## src/rtl/pipe_hazard_ctrl.sv

```systemverilog
// Purpose : stall/flush controller beside the decode stage: load-use, EX redirects, and the MDU busy window.
// Latency : stall/flush/mdu_go are combinational in the cycle of the inputs; MDU state updates on posedge clk.
// Backpres: a stall holds PC and IF/ID and bubbles ID/EX. A redirect overrides any stall in the same cycle.
//
// Ports:
//   clk, rst              pipeline clock; synchronous active-low reset
//   ID_*                  operand use/fields and MDU class of the instruction in decode
//   Ex_MemRead/RegWr/Rt   load in EX (load-use detection)
//   Ex_redirect           taken branch/jump resolved in EX
//   pc_stall, IF_ID_stall, IF_ID_flush, ID_Ex_flush   pipeline controls
//   mdu_go/busy/done      MDU start strobe, in-flight flag, final-cycle pulse
//   stall_cycles, flush_cycles  perf counters, built only when HAZARD_PERF_EN is defined (else tied to 0)
module pipe_hazard_ctrl #(
    parameter int unsigned MULT_CYCLES = 4,
    parameter int unsigned DIV_CYCLES  = 32
) (
    input  logic        clk,
    input  logic        rst,
    input  logic [4:0]  ID_Rs,
    input  logic [4:0]  ID_Rt,
    input  logic        ID_useRs,
    input  logic        ID_useRt,
    input  logic        ID_mdu_start,
    input  logic        ID_mdu_div,
    input  logic        ID_mdu_read,
    input  logic        Ex_MemRead,
    input  logic        Ex_RegWr,
    input  logic [4:0]  Ex_Rt,
    input  logic        Ex_redirect,
    output logic        pc_stall,
    output logic        IF_ID_stall,
    output logic        IF_ID_flush,
    output logic        ID_Ex_flush,
    output logic        mdu_go,
    output logic        mdu_busy,
    output logic        mdu_done,
    output logic [31:0] stall_cycles,
    output logic [31:0] flush_cycles
);

    localparam logic [0:0] IDLE = 1'b0;
    localparam logic [0:0] BUSY = 1'b1;

    // Counter holds (remaining busy cycles - 1), so the load value is latency - 1.
    localparam logic [5:0] MULT_LOAD = 6'(MULT_CYCLES - 1);
    localparam logic [5:0] DIV_LOAD  = 6'(DIV_CYCLES - 1);

    logic [0:0] state;
    logic [5:0] cnt;

    logic load_use;
    logic mdu_hz;
    logic stall;
    logic cnt_zero;
    logic accept;

    assign cnt_zero = (cnt == 6'd0);

    // r0 is hard-wired zero, so a load targeting it never creates a dependency.
    assign load_use = Ex_MemRead & Ex_RegWr & (Ex_Rt != 5'd0) &
                      ((ID_useRs & (ID_Rs == Ex_Rt)) | (ID_useRt & (ID_Rt == Ex_Rt)));

    // In the final busy cycle HI/LO is already valid, so access and back-to-back issue proceed.
    assign mdu_hz = (state == BUSY) & (ID_mdu_read | ID_mdu_start) & ~cnt_zero;

    assign stall  = ~Ex_redirect & (load_use | mdu_hz);

    assign accept = ID_mdu_start & ~Ex_redirect & ~stall & ((state == IDLE) | cnt_zero);

    always_comb begin
        pc_stall    = 1'b0;
        IF_ID_stall = 1'b0;
        IF_ID_flush = 1'b0;
        ID_Ex_flush = 1'b0;
        if (Ex_redirect) begin
            IF_ID_flush = 1'b1;
            ID_Ex_flush = 1'b1;
        end else if (stall) begin
            pc_stall    = 1'b1;
            IF_ID_stall = 1'b1;
            ID_Ex_flush = 1'b1;
        end
    end

    assign mdu_go   = accept;
    assign mdu_busy = (state == BUSY);
    assign mdu_done = (state == BUSY) & cnt_zero;

    // An accepted operation runs to completion; redirects never touch this state.
    always_ff @(posedge clk) begin
        if (!rst) begin
            state <= IDLE;
            cnt   <= 6'd0;
        end else if (accept) begin
            state <= BUSY;
            cnt   <= ID_mdu_div ? DIV_LOAD : MULT_LOAD;
        end else if (state == BUSY) begin
            if (cnt_zero) begin
                state <= IDLE;
            end else begin
                cnt <= cnt - 6'd1;
            end
        end
    end

`ifdef HAZARD_PERF_EN
    logic [31:0] stall_q;
    logic [31:0] flush_q;

    always_ff @(posedge clk) begin
        if (!rst) begin
            stall_q <= 32'd0;
            flush_q <= 32'd0;
        end else begin
            if (stall)       stall_q <= stall_q + 32'd1;
            if (Ex_redirect) flush_q <= flush_q + 32'd1;
        end
    end

    assign stall_cycles = stall_q;
    assign flush_cycles = flush_q;
`else
    assign stall_cycles = 32'd0;
    assign flush_cycles = 32'd0;
`endif

endmodule

```

## config.mk

```make
export PLATFORM = sky130hd
export DESIGN_NAME = pipe_hazard_ctrl
export DESIGN_NICKNAME = d
export VERILOG_FILES = /design/src/rtl/pipe_hazard_ctrl.sv
export SDC_FILE = /design/constraint.sdc
export NUM_CORES = 1
export LEC_CHECK = 0
export ABC_AREA = 1
export CAP_MARGIN = 20
export CORE_ASPECT_RATIO = 1.25
export CORE_MARGIN = 2
export CORE_UTILIZATION = 33
export CTS_CLUSTER_DIAMETER = 80
export CTS_CLUSTER_SIZE = 20
export DETAILED_ROUTE_END_ITERATION = 10
export PLACE_DENSITY = 0.81
export SYNTH_ARGS = -nofsm -noshare
export SYNTH_HDL_FRONTEND = slang
export SYNTH_SLANG_ARGS = --single-unit
```

## constraint.sdc

```tcl
create_clock -name clk -period 2.6 [get_ports clk]
set_clock_uncertainty 0.15 [all_clocks]
set_input_delay 0.65 -clock clk [delete_from_list [all_inputs] [get_ports clk]]
set_output_delay 0.65 -clock clk [all_outputs]
set_load 0.01 [all_outputs]
```

After elaboration in Yosys (flattened, before gate mapping)
Cells that the tools add are included.
Widths: inputs -> output; s select.
- $add $sub $neg: 1
- equal/unequal tests: 3
- muxes and demuxes: 11
- bitwise operators: 20
- reduce and logical (&&, ||, !) cells: 4
- operators by type and width (operator ; number):
    $mux 6 ; 3
    $and 1x1->1 ; 12
    $eq 5x5->1 ; 2
    $mux 1 ; 7
    $logic_not 6->1 ; 1
    $sub 6x1->6 const B ; 1
    $mux 5 ; 1
    $reduce_bool 5->1 ; 1
    $not 1->1 ; 4
    $or 1x1->1 ; 4
    $ne 2x2->1 const B ; 1
    $reduce_and 2->1 ; 1
    $reduce_bool 2->1 ; 1
- register bits: 7
- input bits: 25
- output and inout bits: 71
- word-level logic and storage cells: 41

Depth between registers and ports, before layout
Gate-level depths: netlist of run 1.
- depth in word-level cells: 11
- mapped depth: 13
- mapped depth without buffers: 13

Worst setup path after synthesis of run 1
OpenSTA, ideal clock, no wires.
- path type: input -> output
- start point: input Ex_Rt[2]
- end point: output pc_stall
- arrival: 1458 ps
- required time: 1800 ps
- setup slack: 342 ps
- stages on the path: 11
- buffers on the path: 1
- cell sequence: inv_1 -> nand2_1 -> nand2_1 -> nor2_1 -> nand3_1 -> nand2_1 -> nand2_1 -> nand2_1 -> nand2_1 -> inv_1 -> buf_4
- cells in the longest elaborated chain, start to end: 8
- elaborated cells between the ends (all ways): 12
- ends and longest elaborated chain (element ; RTL line ; source):
    from (decl) ; 28 ; input logic [4:0] Ex_Rt,
    $eq 5x5->1 ; 61 ; ((ID_useRs & (ID_Rs == Ex_Rt)) | (ID_useRt & (ID_Rt == Ex_Rt)));
    $and 1x1->1 ; 61 ;
    $or 1x1->1 ; 61 ;
    $and 1x1->1 * ; 60 ; assign load_use = Ex_MemRead & Ex_RegWr & (Ex_Rt != 5'd0) &
    $or 1x1->1 * ; 66 ; assign stall = ~Ex_redirect & (load_use | mdu_hz);
    $and 1x1->1 * ; 66 ;
    $mux 1 * (2 in a row) ; - ;
    to (decl) ; 30 ; output logic pc_stall,
Every way passes the cells marked *; elsewhere a longest branch is shown, timed or not.

Worst setup path in the final report of run 1
- start point: input ID_Rt[4]
- end point: output mdu_go
- cells in the longest elaborated chain, start to end: 9
- ends and longest elaborated chain (element ; RTL line ; source):
    from (decl) ; 20 ; input logic [4:0] ID_Rt,
    $eq 5x5->1 ; 61 ;
    $and 1x1->1 ; 61 ;
    $or 1x1->1 ; 61 ;
    $and 1x1->1 ; 60 ;
    $or 1x1->1 ; 66 ;
    $and 1x1->1 ; 66 ;
    $not 1->1 ; 68 ; assign accept = ID_mdu_start & ~Ex_redirect & ~stall & ((state == IDLE) | cnt_zero);
    $and 1x1->1 (2 in a row) ; 68 ;
    to (decl) ; 34 ; output logic mdu_go,
Every way passes these cells.

==> results of run 1 <==
==> routing by layer <==
metal,share of wire,track usage
met2,0.54,0.1982
met1,0.34,0.09333
met5,0,0
met3,0.11,0.04388
met4,0.00089,0.01292
==> synth_stat cells, types with 2 or more instances <==
master,count,area [um^2]
dfxtp_1,7,140.1
inv_1,30,112.6
nor2_1,18,67.56
o21ai_0,3,15.01
nand3_2,2,20.02
nand3_1,9,45.04
nand2_1,44,165.2
xor2_1,2,17.52
buf_4,66,495.5
==> worst max-delay path, cell delays in order <==
cell           delay, ns
dlygate4sd2_1       0.24
nand2_1             0.07
nand2_2             0.06
nor2_2              0.12
nand3_2             0.10
nand2_2             0.10
nand2_4             0.07
buf_6               0.12
nand4_4             0.06
inv_2               0.04
buf_6               0.11
==> area by class of cell <==
type / instances / area (um^2) / area share
tap: 39 / 48.80 / 0.03520
clock inverter: 1 / 5.005 / 0.003610
clock buffer: 3 / 41.29 / 0.02978
inverter: 31 / 116.4 / 0.08394
timing repair buffer: 39 / 331.6 / 0.2392
sequential: 7 / 140.1 / 0.1011
multi-input combinational: 151 / 703.2 / 0.5072
==> worst paths after layout <==
| check | startpoint | end | slack [ns] | cells past startpoint |
|---|---|---|---|---|
| max | ID_Rt[4] | mdu_go | 0.06 | 11 |
| max reg2reg | cnt[0] | cnt[3] | 0.70 | 11 |
| min reg2reg | cnt[0] | cnt[0] | 0.37 | 3 |
| min | cnt[0] | cnt[0] | 0.37 | 3 |
==> power by group <==
| group | internal [mW] | switching [mW] | total [mW] | leakage (nW) |
|---|---|---|---|---|
| Sequential | 0.121 | 0.0131 | 0.134 | 0.0577 |
| Clock | 0.104 | 0.0498 | 0.154 | 0.0255 |
| Combinational | 0.103 | 0.145 | 0.248 | 0.814 |
==> metrics by stage <==
stage | cells | instance area (um^2) | power (mW) | hold WS, ns | setup TNS [ns]
5_1_grt | 271 | 1386 | 0.5740 | 0.4460 | -0.02152
2_1_floorplan | 255 | 1419 | 0.3549 | 0.3260 | 0
4_1_cts | 271 | 1380 | 0.5359 | 0.3735 | 0
3_3_place_gp | 266 | 1335 | 0.3693 | 0.3408 | -2.632
6_report | 271 | 1386 | 0.5351 | 0.3719 | 0
3_5_place_dp | 266 | 1335 | 0.3740 | 0.3633 | -3.132
==> state kept, by name, summed over array words and instances (netlist names) <==
name,flops
cnt,6
mdu_busy,1
==> placed cells by master, fill, tap and decap left out, types with 2 or more instances in the layout <==
cell type,instances
clkbuf_8,3
dlygate4sd2_1,13
inv_1,26
nand3_1,8
nand2_4,2
nand3_2,3
xor2_1,2
clkdlybuf4s15_1,2
buf_4,7
dfxtp_1,7
clkdlybuf4s50_1,8
nand2_1,39
conb_1,64
nand2_2,5
inv_2,5
nor2_1,15
buf_2,3
buf_6,2
nor2_2,3
clkbuf_2,3
o21ai_0,3
==> cell families (layout without fill, tap and decap cells) <==
logic type | after synthesis | after routing
buffers and inverters | 97 | 74
and+or+nand+nor | 78 | 78
DFF | 7 | 7
AOI/OAI and AO/OA | 5 | 5
xor gates and xnor gates | 3 | 3
adders and majority gates | 1 | 1
other | 1 | 64
==> what timing repair did <==
action                     CTS  global route
hold buffers                 0             0
pin swaps                   11             6
setup buffers                1             0
gates resized for setup     44            16
setup endpoints to repair    5             5
==> metrics.csv, run 1 <==
metric,value,unit
status,"complete, no violations",
Leak,0.8975,nW
share of cells above drive strength 1,0.1724,
Starting Density,0.3424,
DRC viols,0,
vias per cell,3.830,
initial drt markers,18,
Root Buffer,clkbuf_8,
mean routed wirelength per cell,8.295,um
PortBufs,31,
DRT Wirelength,2248,um
critical path startpoint category,input pin,
Syn Area/Cell,6.158,um^2
die area,4081,um^2
clock buffer depth,2,
area fraction in compound gates after synthesis,0.02751,
TritonCTS clock tree,built,
"flops & latches, synth",7,
setup violators final,0,
via count,1038,
CP required,1.80,ns
Fin. Hold Viols,0,
Max Cap Violations,0,
GRT Total Usage,0.09989,
Die Width,57.54,um
mux share of post-synthesis cell area,0,
utilization after layout,0.4014,
CTS sink cnt,7,
Synth Area in Simple Gates,0.3005,
Setup CP Type,in2out,
vias in the first global route,841,
"Top FF cell, synth",dfxtp_1,
minimum clock period,2.537,ns
Yosys Warn Count,0,
max frequency,394.2,MHz
detailed placer's ending HPWL,1880,um
crit path max fanout,3,
fin. max-slew vios,0,
Post-Syn Area,1182,um^2
Worst-Skew Late Latency,0.23,ns
post-synthesis sequential area ratio,0.1185,
Die H,70.93,um
IR Drop Worst-Case VDD,0.0004845,V
H-tree lvl count,1,
n_diodes,0,
largest net degree at the start of global routing,8,
Initial DRT Pass Iterations,4,
Final WS setup,0.06296,ns
Tcrit/Tclk final,0.9758,
setup slack after placement,-0.7398,ns
post-synthesis xor/xnor area fraction,0.02222,
I/O pin total,96,
"CTS clk-pin slew, worst paths",0.04,ns
Overflow after GRT,0,
core area,3453,um^2
Worst Hold Class,reg2reg,
post-route ant nets,0,
Synth Area in Adders,0.01058,
initial antenna violation count,0,
# rows,24,
area delta synth->final,17.25,%
post-synth cell types,20,
Nets,259,
number of flops mapped to enable cells by yosys,0,
Inserted Clock Buffers,3,
global-route wire length before repair,3277,um
routability cong.,0.8293,
CP arrival,1.74,ns
largest family of logic cells by synthesized area,buffers and inverters,
critical path capture point type,output pin,
Post-Syn Instances,192,
fillers,377,
ys async rst share,0,
Power Density,386.0,nW/um^2
No activity file was read; power rests on OpenSTA's default activity.
==> inputs of run 2 (changes only) <==
--- a/config.mk
+++ b/config.mk
@@ -13,6 +13,7 @@
 export CTS_CLUSTER_DIAMETER = 80
 export CTS_CLUSTER_SIZE = 20
 export DETAILED_ROUTE_END_ITERATION = 10
+export GPL_TIMING_DRIVEN = 0
 export PLACE_DENSITY = 0.81
 export SYNTH_ARGS = -nofsm -noshare
 export SYNTH_HDL_FRONTEND = slang
==> run 2 against run 1 <==
  * Critical path depth unchanged
  * Register-to-register slack worse by 0.05 ns
  * Total power up 13%
  * Highest routed layer unchanged
==> metrics.csv, run 2 (synthesized netlist as in run 1, its figures left out) <==
metric,value,unit
status,"complete, no violations",
Starting Density,0.3424,
Gate power share,0.523,
fin. max-slew vios,0,
utilization after layout,0.5344,
grt met2 use,0.2399,
PortBufs,31,
"Most flops, register",cnt,
n_diodes,0,
vias per cell,3.548,
vias in the first global route,983,
RSZ-0062 raised after global routing,false,
Overflow after GRT,0,
minimum clock period,2.493,ns
Crit path largest cell delay,0.24,ns
IR Drop Worst-Case VDD,0.0003499,V
Initial DRT Pass Iterations,4,
CTS Hold Bufs,0,
Max Cap Violations,0,
GRT Total Usage,0.1168,
clock buffer depth,2,
CP Cell Sequence,dlygate4sd2_1 > nand2_1 > nand2_1 > nor2_2 > nand3_1 > nand2_1 > nand2_2 > nand2_2 > nand2_2 > inv_2 > buf_6,
critical path startpoint category,input pin,
die area,4081,um^2
CP arrival,1.69,ns
mean routed wirelength per cell,7.371,um
Leak,1.241,nW
most common library cell in the layout ignoring fill and taps,buf_4,
max frequency,401.1,MHz
Post-Layout Cell Count,334,
"commonest cells after routing, fill and taps aside","buf_4 (71), conb_1 (64), nand2_1 (41)",
Tcrit/Tclk final,0.9590,
largest net degree at the start of global routing,8,
area delta synth->final,56.08,%
Die H,70.93,um
Inserted Clock Buffers,3,
cell internal pwr,389.9,uW
H-tree lvl count,1,
# rows,24,
initial antenna violation count,0,
Flop pwr share,0.220,
Fin. Hold Viols,0,
Worst-Skew Late Latency,0.23,ns
Cells after DPL,325,
DRT Wirelength,2462,um
Die Width,57.54,um
I/O pin total,96,
Nets,322,
DRC viols,0,
routability cong.,0.8203,
core area,3453,um^2
CP required,1.80,ns
Setup CP Type,in2out,
global-route wire length before repair,3884,um
Most Crowded Layer GR,met2,
post-route ant nets,0,
Root Buffer,clkbuf_8,
Power Density,327.4,nW/um^2
setup TNS,0,ns
sw frac,0.3548,
share of cells above drive strength 1,0.3356,
Final WS setup,0.1066,ns
total chip power,604.2,uW
"slowest stage cell, crit path",dlygate4sd2_1,
max FFs per register,6,
setup slack after placement,-0.8519,ns
initial drt markers,22,
Worst Hold Class,reg2reg,
P_sw,214.4,uW
detailed placer's ending HPWL,2120,um
CTS sink cnt,7,
crit path max fanout,3,
met3 Usage GRT,0.02742,
TritonCTS clock tree,built,
critical path capture point type,output pin,
"CTS clk-pin slew, worst paths",0.04,ns
setup violators final,0,
Clock power frac,0.257,
via count,1185,
met1 Use GR,0.1074,
-- run 2: path summary, 6_finish.rpt --
check / startpoint / endpoint / slack [ns] / cells past startpoint
worst max-delay path: ID_Rt[0] / IF_ID_stall / 0.11 / 11
worst min-delay path: cnt[0] / cnt[0] / 0.36 / 3
worst max register to register: cnt[0] / cnt[3] / 0.65 / 13
worst min register to register: cnt[0] / cnt[0] / 0.36 / 3
-- run 2: per-layer routing --
| layer | up-vias | wire (um) | part of all wire |
|---|---|---|---|
| li1 | 646 | - | - |
| met1 | 480 | 843 | 0.34 |
| met2 | 56 | 1351 | 0.55 |
| met3 | 3 | 244 | 0.099 |
| met4 | 0 | 23 | 0.0093 |
| met5 | - | 0 | 0 |
-- run 2: repair_timing --
item,CTS,global route
resized for setup,43,15
pin swaps,14,6
setup buffers,6,1
endpoints found under the setup margin,5,4
-- run 2: cell type report --
cell class / count / area, um^2
well taps: 39 / 48.80
inverters: 31 / 116.4
plain buffers: 65 / 488.0
fillers: 360 / 1608
clock buffers: 4 / 45.04
repair buffers: 37 / 321.6
flip-flops and latches: 7 / 140.1
multi-input cells: 151 / 685.7
-- run 2: power groups by stage --
stage          clock, mW  combinational, mW  sequential (mW)
6_report           0.155              0.316            0.133
5_1_grt            0.165              0.351            0.134
4_1_cts            0.159              0.310            0.133
3_5_place_dp           0              0.298            0.134
3_3_place_gp           0              0.294            0.133
2_1_floorplan          0              0.223            0.132
-- run 2: critical path, delay by kind of cell --
family / cells / cell delay (ns)
and+or+nand+nor: 8 / 0.64
buffers and inverters: 3 / 0.41
-- run 2: per-stage QoR --
step | hold slack [ns] | cell area, um^2
after floorplan | 0.3260 | 1419
after global placement | 0.3386 | 1778
after detailed placement | 0.3495 | 1778
after CTS | 0.3629 | 1836
after global routing | 0.4019 | 1846
final | 0.3599 | 1846
